**config.mk**
```make
export PLATFORM = sky130hd
export DESIGN_NAME = toaplan2_rom_arbiter_flat
export DESIGN_NICKNAME = d
export VERILOG_FILES = /design/src/rtl/toaplan2_rom_arbiter_if.sv /design/src/rtl/toaplan2_rom_arbiter.sv /design/src/flat_wrapper.sv
export SDC_FILE = /design/constraint.sdc
export NUM_CORES = 1
export LEC_CHECK = 0
export BUFFER_PORTS_ARGS = -buffer_cell sky130_fd_sc_hd__buf_4
export CAP_MARGIN = 20
export CELL_PAD_IN_SITES_DETAIL_PLACEMENT = 0
export CELL_PAD_IN_SITES_GLOBAL_PLACEMENT = 2
export CORE_MARGIN = 5
export CORE_UTILIZATION = 37
export CTS_BUF_LIST = sky130_fd_sc_hd__clkbuf_8
export DETAILED_ROUTE_END_ITERATION = 12
export GPL_TIMING_DRIVEN = 0
export PLACE_DENSITY = 0.93
export SKIP_CTS_REPAIR_TIMING = 1
export SYNTH_ARGS = -nofsm -noshare
export SYNTH_HDL_FRONTEND = slang
export SYNTH_SLANG_ARGS = --single-unit
```
**constraint.sdc**
```tcl
create_clock -name i_clk -period 12.11 [get_ports i_clk]
set_input_delay 1.211 -clock i_clk [delete_from_list [all_inputs] [get_ports i_clk]]
set_output_delay 1.211 -clock i_clk [all_outputs]
set_load 0.02 [all_outputs]
```
**src/rtl/toaplan2_rom_arbiter_if.sv**
```systemverilog
// Bundle of the client-side read ports and the SDRAM bank port of the
// ROM arbiter. The "slave" view belongs to the arbiter; the "master" view
// belongs to whatever drives the clients and models the bank.
interface toaplan2_rom_arbiter_if #(
    parameter int N  = 4,
    parameter int AW = 22,
    parameter int DW = 32
);
    // client side
    logic [N-1:0]    cs;
    logic [N*AW-1:0] addr;
    logic [N-1:0]    ok;
    logic [N*DW-1:0] dout;

    // SDRAM bank side
    logic [AW-1:0]   ba_addr;
    logic            ba_rd;
    logic            ba_ack;
    logic            ba_dst;
    logic            ba_dok;
    logic            ba_rdy;
    logic [15:0]     data_read;

    modport slave (
        input  cs, addr, ba_ack, ba_dst, ba_dok, ba_rdy, data_read,
        output ok, dout, ba_addr, ba_rd
    );

    modport master (
        output cs, addr, ba_ack, ba_dst, ba_dok, ba_rdy, data_read,
        input  ok, dout, ba_addr, ba_rd
    );
endinterface

```
**src/rtl/toaplan2_rom_arbiter.sv**
```systemverilog
// Round-robin SDRAM read arbiter with a one-entry cache per ROM client.
// Each client word (DW bits) is assembled from DW/16 consecutive 16-bit
// bank beats; a client hits when its cached entry is valid and its tag
// matches the requested address.
module toaplan2_rom_arbiter #(
    parameter int              N      = 4,
    parameter int              AW     = 22,
    parameter int              DW     = 32,
    parameter logic [N*AW-1:0] OFFSET = '0
) (
    input  logic i_clk,
    input  logic i_rst,
    input  logic i_downloading,
    input  logic i_flush,
    output logic o_busy,
    toaplan2_rom_arbiter_if.slave bus
);
    localparam int BEATS = DW / 16;
    localparam int BSH   = (BEATS == 1) ? 0 : $clog2(BEATS);
    localparam int GW    = $clog2(N);
    localparam int GW1   = GW + 1;
    localparam int BW    = $clog2(BEATS + 1);

    typedef enum logic [1:0] {S_IDLE, S_REQ, S_DATA} state_t;

    state_t          r_state;
    logic [AW-1:0]   r_tag   [N];
    logic [DW-1:0]   r_data  [N];
    logic [N-1:0]    r_valid;
    logic [GW-1:0]   r_gnt;
    logic [GW-1:0]   r_last;
    logic [AW-1:0]   r_laddr;
    logic [AW-1:0]   r_ba_addr;
    logic            r_ba_rd;
    logic [BW-1:0]   r_beat;
    logic [DW-1:0]   r_buf;

    logic [N-1:0]    w_hit;
    logic [N-1:0]    w_miss;
    logic            w_pick_any;
    logic [GW-1:0]   w_pick;
    logic [AW-1:0]   w_pick_addr;
    logic [AW-1:0]   w_pick_off;
    logic [AW-1:0]   w_req_addr;
    logic [BW-1:0]   w_beat_idx;
    logic            w_cap;
    logic [DW-1:0]   w_buf_next;

    // Per-client hit/miss and outputs; DOUT always shows the cached word
    generate
        for (genvar gi = 0; gi < N; gi++) begin : g_client
            assign w_hit[gi]   = r_valid[gi] && (bus.addr[gi*AW +: AW] == r_tag[gi]);
            assign w_miss[gi]  = bus.cs[gi] && !w_hit[gi];
            assign bus.ok[gi]  = bus.cs[gi] && w_hit[gi] && !i_downloading;
            assign bus.dout[gi*DW +: DW] = r_data[gi];
        end
    endgenerate

    // Round-robin pick: first missing client after the last one served
    always_comb begin
        logic [GW1-1:0] v_sum;
        logic [GW-1:0]  v_idx;
        v_sum      = '0;
        v_idx      = '0;
        w_pick_any = 1'b0;
        w_pick     = '0;
        for (int k = 1; k <= N; k++) begin
            v_sum = {1'b0, r_last} + GW1'(k);
            if (v_sum >= GW1'(N)) begin
                v_sum = v_sum - GW1'(N);
            end
            v_idx = v_sum[GW-1:0];
            if (!w_pick_any && w_miss[v_idx]) begin
                w_pick_any = 1'b1;
                w_pick     = v_idx;
            end
        end
    end

    // Bank word address of the picked client; wraps modulo 2^AW
    always_comb begin
        w_pick_addr = bus.addr[w_pick*AW +: AW];
        w_pick_off  = OFFSET[w_pick*AW +: AW];
        w_req_addr  = w_pick_off + (w_pick_addr << BSH);
    end

    // Beat assembly: DST restarts at slot 0, beats past the last slot are dropped
    always_comb begin
        w_beat_idx = bus.ba_dst ? '0 : r_beat;
        w_cap      = bus.ba_dok && (w_beat_idx < BW'(BEATS));
        w_buf_next = r_buf;
        for (int b = 0; b < BEATS; b++) begin
            if (w_cap && (w_beat_idx == BW'(b))) begin
                w_buf_next[b*16 +: 16] = bus.data_read;
            end
        end
    end

    assign bus.ba_addr = r_ba_addr;
    assign bus.ba_rd   = r_ba_rd;
    assign o_busy      = (r_state != S_IDLE);

    // Request FSM plus cache-entry update on transaction completion
    always_ff @(posedge i_clk or posedge i_rst) begin
        if (i_rst) begin
            r_state   <= S_IDLE;
            r_valid   <= '0;
            r_gnt     <= '0;
            r_last    <= GW'(N - 1);
            r_laddr   <= '0;
            r_ba_addr <= '0;
            r_ba_rd   <= 1'b0;
            r_beat    <= '0;
            r_buf     <= '0;
            for (int i = 0; i < N; i++) begin
                r_tag[i]  <= '0;
                r_data[i] <= '0;
            end
        end else begin
            if (i_flush) begin
                r_valid <= '0;
            end
            case (r_state)
                S_IDLE: begin
                    if (!i_downloading && w_pick_any) begin
                        r_gnt     <= w_pick;
                        r_laddr   <= w_pick_addr;
                        r_ba_addr <= w_req_addr;
                        r_ba_rd   <= 1'b1;
                        r_state   <= S_REQ;
                    end
                end
                S_REQ: begin
                    if (bus.ba_ack) begin
                        r_ba_rd <= 1'b0;
                        r_beat  <= '0;
                        // start from the old entry so uncaptured slots keep their data
                        r_buf   <= r_data[r_gnt];
                        r_state <= S_DATA;
                    end
                end
                S_DATA: begin
                    r_buf <= w_buf_next;
                    if (w_cap) begin
                        r_beat <= w_beat_idx + 1'b1;
                    end else if (bus.ba_dst) begin
                        r_beat <= '0;
                    end
                    if (bus.ba_rdy) begin
                        r_data[r_gnt]  <= w_buf_next;
                        r_tag[r_gnt]   <= r_laddr;
                        // flush or an active download leaves the fresh entry invalid
                        r_valid[r_gnt] <= !i_downloading && !i_flush;
                        r_last         <= r_gnt;
                        r_state        <= S_IDLE;
                    end
                end
                default: begin
                    r_state <= S_IDLE;
                end
            endcase
        end
    end
endmodule

```
**src/flat_wrapper.sv**
```systemverilog
// flat-port wrapper written by rule: the top's interface ports become plain ports
module toaplan2_rom_arbiter_flat 
#(
    parameter int              N      = 4,
    parameter int              AW     = 22,
    parameter int              DW     = 32,
    parameter logic [N*AW-1:0] OFFSET = '0
)
  (i_clk, i_rst, i_downloading, i_flush, o_busy, bus_cs, bus_addr, bus_ba_ack, bus_ba_dst, bus_ba_dok, bus_ba_rdy, bus_data_read, bus_ok, bus_dout, bus_ba_addr, bus_ba_rd);
  toaplan2_rom_arbiter_if #(.N(N), .AW(AW), .DW(DW)) bus_i ();
  input  logic i_clk;
  input  logic i_rst;
  input  logic i_downloading;
  input  logic i_flush;
  output logic o_busy;
  input wire logic [$bits(bus_i.cs)-1:0] bus_cs;
  input wire logic [$bits(bus_i.addr)-1:0] bus_addr;
  input wire logic [$bits(bus_i.ba_ack)-1:0] bus_ba_ack;
  input wire logic [$bits(bus_i.ba_dst)-1:0] bus_ba_dst;
  input wire logic [$bits(bus_i.ba_dok)-1:0] bus_ba_dok;
  input wire logic [$bits(bus_i.ba_rdy)-1:0] bus_ba_rdy;
  input wire logic [$bits(bus_i.data_read)-1:0] bus_data_read;
  output wire logic [$bits(bus_i.ok)-1:0] bus_ok;
  output wire logic [$bits(bus_i.dout)-1:0] bus_dout;
  output wire logic [$bits(bus_i.ba_addr)-1:0] bus_ba_addr;
  output wire logic [$bits(bus_i.ba_rd)-1:0] bus_ba_rd;
  assign bus_i.cs = bus_cs;
  assign bus_i.addr = bus_addr;
  assign bus_i.ba_ack = bus_ba_ack;
  assign bus_i.ba_dst = bus_ba_dst;
  assign bus_i.ba_dok = bus_ba_dok;
  assign bus_i.ba_rdy = bus_ba_rdy;
  assign bus_i.data_read = bus_data_read;
  assign bus_ok = bus_i.ok;
  assign bus_dout = bus_i.dout;
  assign bus_ba_addr = bus_i.ba_addr;
  assign bus_ba_rd = bus_i.ba_rd;
  toaplan2_rom_arbiter #(.N(N), .AW(AW), .DW(DW), .OFFSET(OFFSET)) u_core (.i_clk(i_clk), .i_rst(i_rst), .i_downloading(i_downloading), .i_flush(i_flush), .o_busy(o_busy), .bus(bus_i));
endmodule
```
==> impl_metrics.py, run 1 <==
metrics = {
    "status": {
        "outcome": "finished, final reports clean",
    },
    "clock_tree": {
        "clk_path_buf_depth": 3,
        "clockRootBuffer": "clkbuf_8",
        "tritoncts": "yes",
        "clkLatencyLatePin_ns": 0.62,
        "clk_pin_slew_ns": 0.06,
        "h-tree-depth": 2,
        "clock_sinks": 283,
        "numCtsBuffers": 51,
    },
    "detailed_routing": {
        "drtIter0Drc": 800,
        "wire_per_inst_microns": 23.08,
        "vias": 10980,
        "drc": 0,
        "first_pass_iters": 5,
        "vias_per_cell": 5.379,
        "dr_wl_met2_microns": 21510,
        "dr_wl_met3_microns": 4070,
        "postRouteAntennaNets": 0,
        "wl_met1_microns": 19600,
        "wl_microns": 47100,
        "top_layer_used": "met4",
    },
    "worst_setup_path": {
        "path_buf_inv": 2,
        "cp_common_cell": "buf_4",
        "critPathTopFamily": "simple AND/OR/NAND/NOR gates",
        "worstSetupPathType": "in -> out",
        "path_depth": 6,
        "critPathSlowestCell": "or4_4",
        "critPathLaunchType": "input pin",
        "worst-endpoint-arrival_ns": 3.15,
        "path_cells": "buf_4 -> xnor2_1 -> nand3_1 -> or4_4 -> nor4b_1 -> buf_4",
        "required_ns": 10.90,
        "rr_worst_depth": 6,
        "worstSetupEndpointType": "output port",
        "worst-path-max-fanout": 2,
        "max_stage_delay_ns": 0.56,
    },
    "sta": {
        "rsz0062_at_grt": "false",
        "tns_ns": 0,
        "setup_viol": 0,
        "worst_slack_ns": 7.744,
        "finalCritPeriodShare": 0.3605,
        "min_period_ns": 4.366,
        "report.final.slew_viol_count": 0,
        "worst_pin_slew_ns": 1.056,
        "fmax_mhz": 229.1,
        "fin_hold_ws_ns": 0.4673,
        "hold_violations": 0,
        "maxSlewHeadroom": 0.2960,
        "clock_skew_ns": 0.02529,
    },
    "logic_synthesis": {
        "synthFlopType": "dfrtp_1",
        "synth-compound-area-share": 0.1062,
        "syn_area_per_cell_sq_um": 11.30,
        "synth_simple_gate_area_frac": 0.09450,
        "syn-num-nets": 1326,
        "yosys.area_share.xor_xnor": 0.05646,
        "synth-async-reset-ratio": 1.000,
        "synth-edff-count": 0,
        "synth_top_family_by_area": "multiplexers",
        "synth-adder-area-share": 0.001833,
        "ys_seq_area_frac": 0.5190,
        "synth_top_area_share": 0.5151,
        "synth_seq_cells": 283,
        "synth.area.mux_share": 0.1819,
        "synth.cell_area_sq_mm": 0.01365,
        "synth_area_leaders": "dfrtp_1, mux2_2, mux2i_1, mux4_2, a21oi_1",
        "ys_warn_count": 0,
        "yosysTopAreaCell": "dfrtp_1",
        "synthCells": 1208,
        "synth_cell_types": 51,
    },
    "grt": {
        "antenna_found_initial": 2,
        "grt_start_max_net_pins": 134,
        "grt_overflow_total": 0,
        "grt_pass1_wl_microns": 70080,
        "track_usage": 0.2248,
        "grt_pass1_vias": 11280,
    },
    "job": {
        "maxCapViolations": 0,
    },
    "placed_design": {
        "gp_congestion": 0.8741,
        "dpl.hpwl_microns": 34450,
        "dp.cells": 1947,
        "io_buffers": 269,
        "place_area_sq_mm": 0.01632,
        "post-place-ws_ns": 7.792,
    },
    "floorplan": {
        "fp-row-count": 70,
        "coreArea_sq_mm": 0.03652,
        "die_h_microns": 202.1,
        "die_w_microns": 202.1,
        "dieArea_sq_mm": 0.04083,
        "start_util": 0.3738,
        "ios": 272,
    },
    "pwr": {
        "clockPowerShare": 0.190,
        "power_frac_comb": 0.451,
        "seq_power_share": 0.358,
        "power_density_mw_per_mm2": 282.7,
        "p_leak_nw": 8.224,
        "swShare": 0.4086,
        "vdd_drop_max_mv": 0.1062,
        "p_int_mw": 2.908,
        "p_sw_mw": 2.009,
        "power.total_mw": 4.917,
    },
    "final_layout": {
        "final_util": 0.4763,
        "drive_gt1_frac": 0.3405,
        "multiInputGateArea_sq_mm": 0.006027,
        "regArea_sq_mm": 0.007084,
        "design_area_sq_mm": 0.01740,
        "fillerInstances": 3413,
        "layoutNonFillerInstCount": 2041,
        "final_nets": 1650,
        "area_delta_synth_final_pct": 27.43,
    },
    "worst_hold_path": {
        "hold_class": "reg -> reg",
        "hold_path_depth": 2,
    },
}
[power groups by stage]
stage	Combinational (mW)	Sequential [mW]	Clock, mW
2_1_floorplan	1.19	1.90	0
3_3_place_gp	2.19	1.75	0
3_5_place_dp	2.22	1.77	0
4_1_cts	2.23	1.75	0.953
5_1_grt	2.39	1.81	1.00
6_report	2.22	1.76	0.935
[kinds of logic (layout without fill, tap and decap cells)]
logic type | after synthesis | count (layout)
other | 1 | 3
flip-flops | 283 | 283
adder cells (fa/ha/maj) | 2 | 2
buffers and inverters | 101 | 464
AO/OA/AOI/OAI | 238 | 238
multiplexers | 197 | 197
AND/OR/NAND/NOR | 298 | 298
XOR/XNOR | 88 | 88
[registers in the layout, summed over array words and instances (netlist names)]
| name | flops |
|---|---|
| u_core.bus.dout | 128 |
| u_core.r_tag | 88 |
| u_core.r_buf | 32 |
| u_core.bus.ba_addr | 20 |
| u_core.r_valid | 4 |
| u_core.r_beat | 2 |
| u_core.r_gnt | 2 |
| u_core.r_laddr | 2 |
| u_core.r_last | 2 |
| u_core.r_state | 2 |
| u_core.bus.ba_rd | 1 |
[cells in the mapped netlist, types with 7 or more instances]
library cell  count
a21oi_1         130
buf_1             8
buf_4            27
clkbuf_1         51
dfrtp_1         281
mux2_2           88
mux2i_1          77
mux4_2           32
nand2_1          98
nand3_1           7
nand4_1          15
nor2_1          140
nor4_1           12
o21ai_0          71
o221ai_2         20
xnor2_1          37
xor2_1           51
[worst min-delay path: stages, from the launching register on]
cell and delay [ns]:
dfstp_2 0.37, nand2_1 0.05, nand2_1 0.05
[layout make-up]
cell class,count,share of cell area
Tap cell,468,0.03366
Antenna cell,2,0.0002877
Buffer,96,0.03021
Timing Repair Buffer,271,0.1193
Inverter,5,0.001510
Clock buffer,68,0.05380
Sequential cell,283,0.4073
Multi-Input combinational cell,824,0.3465
Clock inverter,24,0.007552
[cell usage in the layout, fill, tap and decap left out, types with 2 or more instances in the layout]
| cell | instances |
|---|---|
| buf_4 | 296 |
| dfrtp_1 | 281 |
| nor2_1 | 140 |
| a21oi_1 | 130 |
| nand2_1 | 98 |
| mux2_2 | 88 |
| mux2i_1 | 77 |
| o21ai_0 | 71 |
| clkbuf_8 | 68 |
| xor2_1 | 51 |
| clkbuf_1 | 51 |
| xnor2_1 | 37 |
| mux4_2 | 32 |
| inv_1 | 22 |
| o221ai_2 | 20 |
| nand4_1 | 15 |
| nor4_1 | 12 |
| buf_1 | 8 |
| nand3_1 | 7 |
| buf_2 | 5 |
| nor3_1 | 4 |
| nand2b_1 | 4 |
| nor4b_1 | 3 |
| o21ai_2 | 3 |
| buf_8 | 3 |
| a211oi_1 | 3 |
| clkinv_2 | 3 |
| diode_2 | 2 |
| and4bb_2 | 2 |
| and2_1 | 2 |
| nor2b_1 | 2 |
| inv_8 | 2 |
| o221ai_1 | 2 |
| ha_1 | 2 |
| buf_16 | 2 |
| dfstp_2 | 2 |
[worst paths after layout]
path                                              start  slack [ns]                              end
max                                        bus_addr[55]        7.74                        bus_ok[2]
min                        u_core.r_last[0]$_DFFE_PP1P_        0.47     u_core.r_last[0]$_DFFE_PP1P_
max reg2reg                 u_core.r_gnt[0]$_DFFE_PP0P_        8.87  u_core.bus.dout[65]$_DFFE_PP0P_
min reg2reg                u_core.r_last[0]$_DFFE_PP1P_        0.47     u_core.r_last[0]$_DFFE_PP1P_
max in group asynchronous                         i_rst       10.37  u_core.bus.dout[65]$_DFFE_PP0P_
min in group asynchronous                         i_rst        0.68     u_core.r_buf[23]$_DFFE_PP0P_
[routing by layer]
layer / vias to the layer above / GRT usage
li1: 4903 / -
met1: 5437 / 0.3055
met2: 533 / 0.3466
met3: 105 / 0.05583
met4: 0 / 0.09058
met5: - / 0
No activity file was read; power rests on OpenSTA's default activity.
==> run 2: changes to the inputs <==
==> constraint.sdc (replaced) <==
create_clock -name i_clk -period 4.2 [get_ports i_clk]
set_input_delay 0.42 -clock i_clk [delete_from_list [all_inputs] [get_ports i_clk]]
set_output_delay 0.42 -clock i_clk [all_outputs]
set_load 0.02 [all_outputs]
==> run 2 against run 1 <==
Wire length decreased by 0.56%. Sequential power rose to 2.9 times the previous value. Clock power grew to 2.9 times the previous value. Critical path depth increased by 1. Final area is 0.50% higher. Global-route usage fell by 0.13 points. Worst setup slack worse by 7.0 ns. Sequential share of layout area down 0.20 points. Power grew to 2.9 times the previous value. Non-clock buffer count up 9. Clock skew rose by 0.030 ns. Highest routed layer unchanged.
==> impl_metrics.py, run 2 (synthesized netlist as in run 1, its figures left out) <==
metrics = {
    "worst_setup_path": {
        "reg2reg_from": "u_core.r_state[1]$_DFFE_PP0P_",
        "max_stage_delay_ns": 0.71,
        "worst-path-max-fanout": 10,
        "startpoint": "u_core.r_state[1]$_DFFE_PP0P_",
        "path_cells": "nor2b_1 -> nand2_1 -> nor3_1 -> buf_4 -> clkbuf_1 -> clkbuf_1 -> a21oi_1",
        "critPathTopFamily": "buffers and inverters",
        "worstSetupEndpointType": "flip-flop",
        "critPathLaunchType": "flip-flop",
        "regToRegSetupSlack_ns": 0.76,
        "critPathSlowestCell": "nor3_1",
        "worst-endpoint-arrival_ns": 3.88,
        "required_ns": 4.64,
        "cp_common_cell": "clkbuf_1",
        "worstSetupPathType": "reg -> reg",
        "path_buf_inv": 3,
    },
    "sta": {
        "worst_pin_slew_ns": 1.023,
        "fmax_mhz": 290.4,
        "min_period_ns": 3.443,
        "tns_ns": 0,
        "maxSlewHeadroom": 0.3178,
        "clock_skew_ns": 0.05500,
        "report.final.slew_viol_count": 0,
        "finalCritPeriodShare": 0.8197,
        "hold_violations": 0,
        "rsz0062_at_grt": "false",
        "setup_viol": 0,
    },
    "final_layout": {
        "final_util": 0.4787,
        "largest_reg_flops": 128,
        "insertedDiodeCount": 0,
        "drive_gt1_frac": 0.3401,
        "fillerInstances": 3406,
        "mostFrequentLayoutCell": "buf_4",
        "area_delta_synth_final_pct": 28.08,
        "design_area_sq_mm": 0.01748,
        "layout_common_cells": "buf_4, dfrtp_1, nor2_1",
        "final_nets": 1658,
    },
    "pwr": {
        "p_leak_nw": 8.258,
        "vdd_drop_max_mv": 0.2972,
        "power_density_mw_per_mm2": 809.2,
        "power.total_mw": 14.15,
    },
    "detailed_routing": {
        "first_pass_iters": 5,
        "wire_per_inst_microns": 22.91,
        "vias": 11050,
        "drtIter0Drc": 726,
        "vias_per_cell": 5.405,
        "postRouteAntennaNets": 0,
        "drc": 0,
        "wl_microns": 46840,
    },
    "floorplan": {
        "die_h_microns": 202.1,
        "coreArea_sq_mm": 0.03652,
        "ios": 272,
        "dieArea_sq_mm": 0.04083,
        "start_util": 0.3738,
        "die_w_microns": 202.1,
        "fp-row-count": 70,
    },
    "status": {
        "outcome": "finished, final reports clean",
    },
    "clock_tree": {
        "clkLatencyLatePin_ns": 0.60,
        "h-tree-depth": 2,
        "clk_pin_slew_ns": 0.06,
        "clockRootBuffer": "clkbuf_8",
        "numCtsBuffers": 50,
        "clk_path_buf_depth": 3,
        "clock_sinks": 283,
        "tritoncts": "yes",
    },
    "grt": {
        "grt_overflow_total": 0,
        "track_usage": 0.2235,
        "grt_pass1_wl_microns": 69900,
        "grt_pass1_vias": 11160,
        "antenna_found_initial": 0,
        "grt_start_max_net_pins": 43,
    },
    "job": {
        "maxCapViolations": 0,
    },
    "worst_hold_path": {
        "holdCritStartpoint": "bus_ba_rdy",
        "hold_class": "in -> reg",
    },
    "placed_design": {
        "place_area_sq_mm": 0.01641,
        "gp_congestion": 0.8826,
        "io_buffers": 269,
        "dpl.hpwl_microns": 34790,
    },
}
-- run 2: worst paths after layout --
check | to | cells after the start
worst max register to register | u_core.bus.dout[15]$_DFFE_PP0P_ | 7
max in group asynchronous | u_core.bus.dout[103]$_DFFE_PP0P_ | 6
worst min register to register | u_core.r_last[0]$_DFFE_PP1P_ | 2
worst min-delay path | u_core.r_state[1]$_DFFE_PP0P_ | 2
worst max-delay path | u_core.bus.dout[15]$_DFFE_PP0P_ | 7
min in group asynchronous | u_core.bus.ba_addr[1]$_DFFE_PP0P_ | 3
-- run 2: stage by stage --
stage                     hold WS [ns]  std cells  setup WS, ns
final                          0.07318       2044        0.7571
after CTS                     -0.09034       2041        0.9214
after global routing           0.08496       2044        0.6132
after global placement          0.4499       1945        -1.750
after detailed placement        0.4591       1953        0.9286
after floorplan                 0.4391       1208       0.03236
-- run 2: worst reg2reg max path, delay by kind of cell (launching register included) --
family,cells,cell delay (ns)
buffers and inverters,3,1.44
AOI/OAI and AO/OA,1,0.16
DFF,1,0.40
and+or+nand+nor,3,1.30
-- run 2: final cells by class --
| class | instances | area (sq um) | share of cell area |
|---|---|---|---|
| tap | 468 | 585.6 | 0.03349 |
| buffer | 96 | 525.5 | 0.03006 |
| inverter | 5 | 22.52 | 0.001288 |
| timing repair buffer | 280 | 2197 | 0.1257 |
| multi-input combinational | 824 | 6022 | 0.3445 |
| sequential | 283 | 7084 | 0.4052 |
| clock buffer | 64 | 880.8 | 0.05038 |
| clock inverter | 24 | 165.2 | 0.009447 |
-- run 2: report_power, final --
part / total (mW) / switching, mW / internal [mW]
sequential: 5.07 / 1.09 / 3.97
clock: 2.67 / 1.18 / 1.49
combinational: 6.41 / 3.49 / 2.92
-- run 2: layer usage --
metal	share of wire	up-vias	GRT usage
met5	0	-	0
met4	0.031	0	0.07373
met3	0.082	87	0.04957
met2	0.47	501	0.3536
met1	0.42	5542	0.3068
li1	-	4918	-
==> run 3: changes to the inputs <==
--- a/config.mk
+++ b/config.mk
@@ -5,16 +5,17 @@
 export SDC_FILE = /design/constraint.sdc
 export NUM_CORES = 1
 export LEC_CHECK = 0
+export ABC_AREA = 1
 export BUFFER_PORTS_ARGS = -buffer_cell sky130_fd_sc_hd__buf_4
 export CAP_MARGIN = 20
 export CELL_PAD_IN_SITES_DETAIL_PLACEMENT = 0
 export CELL_PAD_IN_SITES_GLOBAL_PLACEMENT = 2
 export CORE_MARGIN = 5
-export CORE_UTILIZATION = 37
+export CORE_UTILIZATION = 29
 export CTS_BUF_LIST = sky130_fd_sc_hd__clkbuf_8
 export DETAILED_ROUTE_END_ITERATION = 12
 export GPL_TIMING_DRIVEN = 0
-export PLACE_DENSITY = 0.93
+export PLACE_DENSITY = 0.88
 export SKIP_CTS_REPAIR_TIMING = 1
 export SYNTH_ARGS = -nofsm -noshare
 export SYNTH_HDL_FRONTEND = slang
==> constraint.sdc (replaced) <==
create_clock -name i_clk -period 2.9 [get_ports i_clk]
set_input_delay 0.29 -clock i_clk [delete_from_list [all_inputs] [get_ports i_clk]]
set_output_delay 0.29 -clock i_clk [all_outputs]
set_load 0.02 [all_outputs]
==> run 3 against run 2 <==
Wire length is 37% higher. Clock-buffer cell count is 1 higher. First-iteration DRC count is 85% higher. Synthesized area is 6.9% higher. Highest routed layer unchanged.
==> impl_metrics.py, run 3 <==
metrics = {
    "floorplan": {
        "coreArea_sq_mm": 0.04997,
        "die_w_microns": 234.4,
        "start_util": 0.2922,
        "fp-row-count": 82,
        "dieArea_sq_mm": 0.05493,
        "ios": 272,
        "die_h_microns": 234.4,
    },
    "logic_synthesis": {
        "yosys.area_share.xor_xnor": 0.005399,
        "yosysTopAreaCell": "dfrtp_1",
        "synthFlopType": "dfrtp_1",
        "ys_seq_area_frac": 0.4853,
        "synthCells": 1960,
        "syn_area_per_cell_sq_um": 7.448,
        "synth_top_family_by_area": "simple AND/OR/NAND/NOR gates",
        "synth-edff-count": 0,
        "synth_top_area_share": 0.4817,
        "yosysMostFrequentCell": "nand2_1",
        "synth.area.mux_share": 0.006942,
        "synth-compound-area-share": 0.1320,
        "synth_seq_cells": 283,
        "synth_area_leaders": "dfrtp_1, nand2_1, o21ai_0, nand3_1, inv_1",
        "ys_warn_count": 0,
        "synth-async-reset-ratio": 1.000,
        "synth_cell_types": 35,
        "synth_simple_gate_area_frac": 0.2723,
        "synthTopCellsByCount": "nand2_1, dfrtp_1, o21ai_0",
        "synth.cell_area_sq_mm": 0.01460,
        "synth-adder-area-share": 0.001714,
        "syn-num-nets": 2078,
    },
    "worst_setup_path": {
        "worstSetupPathType": "reg -> reg",
        "critPathLaunchType": "flip-flop",
        "worstSetupEndpointType": "flip-flop",
        "worst-path-max-fanout": 10,
        "rr_worst_depth": 6,
        "required_ns": 3.39,
        "worst-endpoint-arrival_ns": 3.26,
        "regToRegSetupSlack_ns": 0.13,
    },
    "sta": {
        "finalCritPeriodShare": 0.9546,
        "min_period_ns": 2.768,
        "clock_skew_ns": 0.03110,
        "worst_slack_ns": 0.1316,
        "report.final.slew_viol_count": 0,
        "setup_viol": 0,
        "maxSlewHeadroom": 0.4719,
        "rsz0062_at_grt": "true",
        "hold_violations": 0,
        "worst_pin_slew_ns": 0.7838,
        "fmax_mhz": 361.2,
    },
    "detailed_routing": {
        "first_pass_iters": 7,
        "wire_per_inst_microns": 21.30,
        "vias": 14910,
        "vias_per_cell": 4.952,
        "wl_microns": 64110,
        "postRouteAntennaNets": 0,
        "drc": 0,
        "drtIter0Drc": 1342,
    },
    "clock_tree": {
        "tritoncts": "yes",
        "clkLatencyLatePin_ns": 0.65,
        "clock_sinks": 283,
        "h-tree-depth": 2,
        "numCtsBuffers": 54,
        "clk_pin_slew_ns": 0.06,
        "clockRootBuffer": "clkbuf_8",
        "clk_path_buf_depth": 3,
    },
    "final_layout": {
        "mostFrequentLayoutCell": "nand2_1",
        "largest_reg_flops": 128,
        "design_area_sq_mm": 0.01878,
        "drive_gt1_frac": 0.1917,
        "regArea_sq_mm": 0.007084,
        "final_nets": 2418,
        "area_delta_synth_final_pct": 28.65,
        "multiInputGateArea_sq_mm": 0.006173,
        "layout_common_cells": "nand2_1, buf_4, dfrtp_1",
        "fillerInstances": 5306,
    },
    "placed_design": {
        "dpl.hpwl_microns": 48510,
        "post-place-ws_ns": -0.3807,
        "io_buffers": 270,
        "gp_congestion": 0.8945,
        "place_area_sq_mm": 0.01763,
    },
    "grt": {
        "track_usage": 0.2280,
        "grt_start_max_net_pins": 41,
        "grt_pass1_wl_microns": 94080,
        "antenna_found_initial": 1,
        "grt_pass1_vias": 14950,
        "grt_overflow_total": 0,
    },
    "pwr": {
        "vdd_drop_max_mv": 0.6448,
        "power_density_mw_per_mm2": 1214,
        "p_leak_nw": 9.448,
    },
    "status": {
        "outcome": "finished, final reports clean",
    },
    "worst_hold_path": {
        "hold_class": "in -> reg",
        "hold_path_depth": 5,
    },
    "job": {
        "maxCapViolations": 0,
    },
}
[run 3: per-layer routing]
layer	global-route usage	vias up	routed length (microns)
met2	0.3849	623	30210
met3	0.05158	141	5263
li1	-	6982	-
met1	0.2901	7159	26160
met5	0	-	0
met4	0.07572	0	2481
[run 3: report_power, final]
part	leakage [nW]	internal [mW]	switching [mW]	total (mW)
clock	0.616	2.01	1.82	3.83
sequential	3.53	5.69	1.75	7.44
combinational	5.30	4.09	7.44	11.5
[run 3: cells by family after synthesis]
| kind of cell | Yosys count |
|---|---|
| compound gates | 358 |
| xor+xnor | 9 |
| fa+ha+maj | 2 |
| buf+inv | 334 |
| flops | 283 |
| mux | 9 |
| other cells | 1 |
| simple gates | 964 |
[run 3: through the flow]
stage	util	hold slack [ns]	std cells	setup TNS [ns]	total power, mW
after global placement	0.3497	0.4729	2902	-906.21	18.69
after floorplan	-	0.3763	1960	-319.95	13.86
after global routing	0.3759	0.03366	3010	-0.007808	24.44
final	0.3759	0.03006	3010	0	22.80
after detailed placement	0.3529	0.3884	2910	-17.35	18.87
after CTS	0.3733	-0.3084	3003	-19.34	22.78
[run 3: worst paths after layout]
kind                                                  start                                 end
max in group asynchronous                             i_rst         u_core.r_tag[6]$_DFFE_PP0P_
worst min register to register  u_core.r_tag[4]$_DFFE_PP0P_         u_core.r_tag[4]$_DFFE_PP0P_
worst max-delay path            u_core.r_gnt[1]$_DFFE_PP0P_         u_core.r_tag[5]$_DFFE_PP0P_
min in group asynchronous                             i_rst     u_core.bus.dout[97]$_DFFE_PP0P_
worst max register to register  u_core.r_gnt[1]$_DFFE_PP0P_         u_core.r_tag[5]$_DFFE_PP0P_
worst min-delay path                           bus_addr[11]  u_core.bus.ba_addr[12]$_DFFE_PP0P_
[run 3: final cells by class]
type | count | area share
Timing Repair Buffer | 283 | 0.1188
Buffer | 124 | 0.03378
Clock buffer | 65 | 0.04763
Clock inverter | 28 | 0.006728
Antenna cell | 1 | 0.0001332
Sequential cell | 283 | 0.3772
Multi-Input combinational cell | 1344 | 0.3287
Inverter | 210 | 0.04224
Tap cell | 672 | 0.04477
[run 3: worst max-delay path, cell delays in order, from the launching register on]
cell      delay, ns
dfrtp_1        0.33
clkbuf_1       0.34
nand2_1        0.45
nor2_2         0.39
clkbuf_1       0.45
clkbuf_1       0.51
o21ai_0        0.16
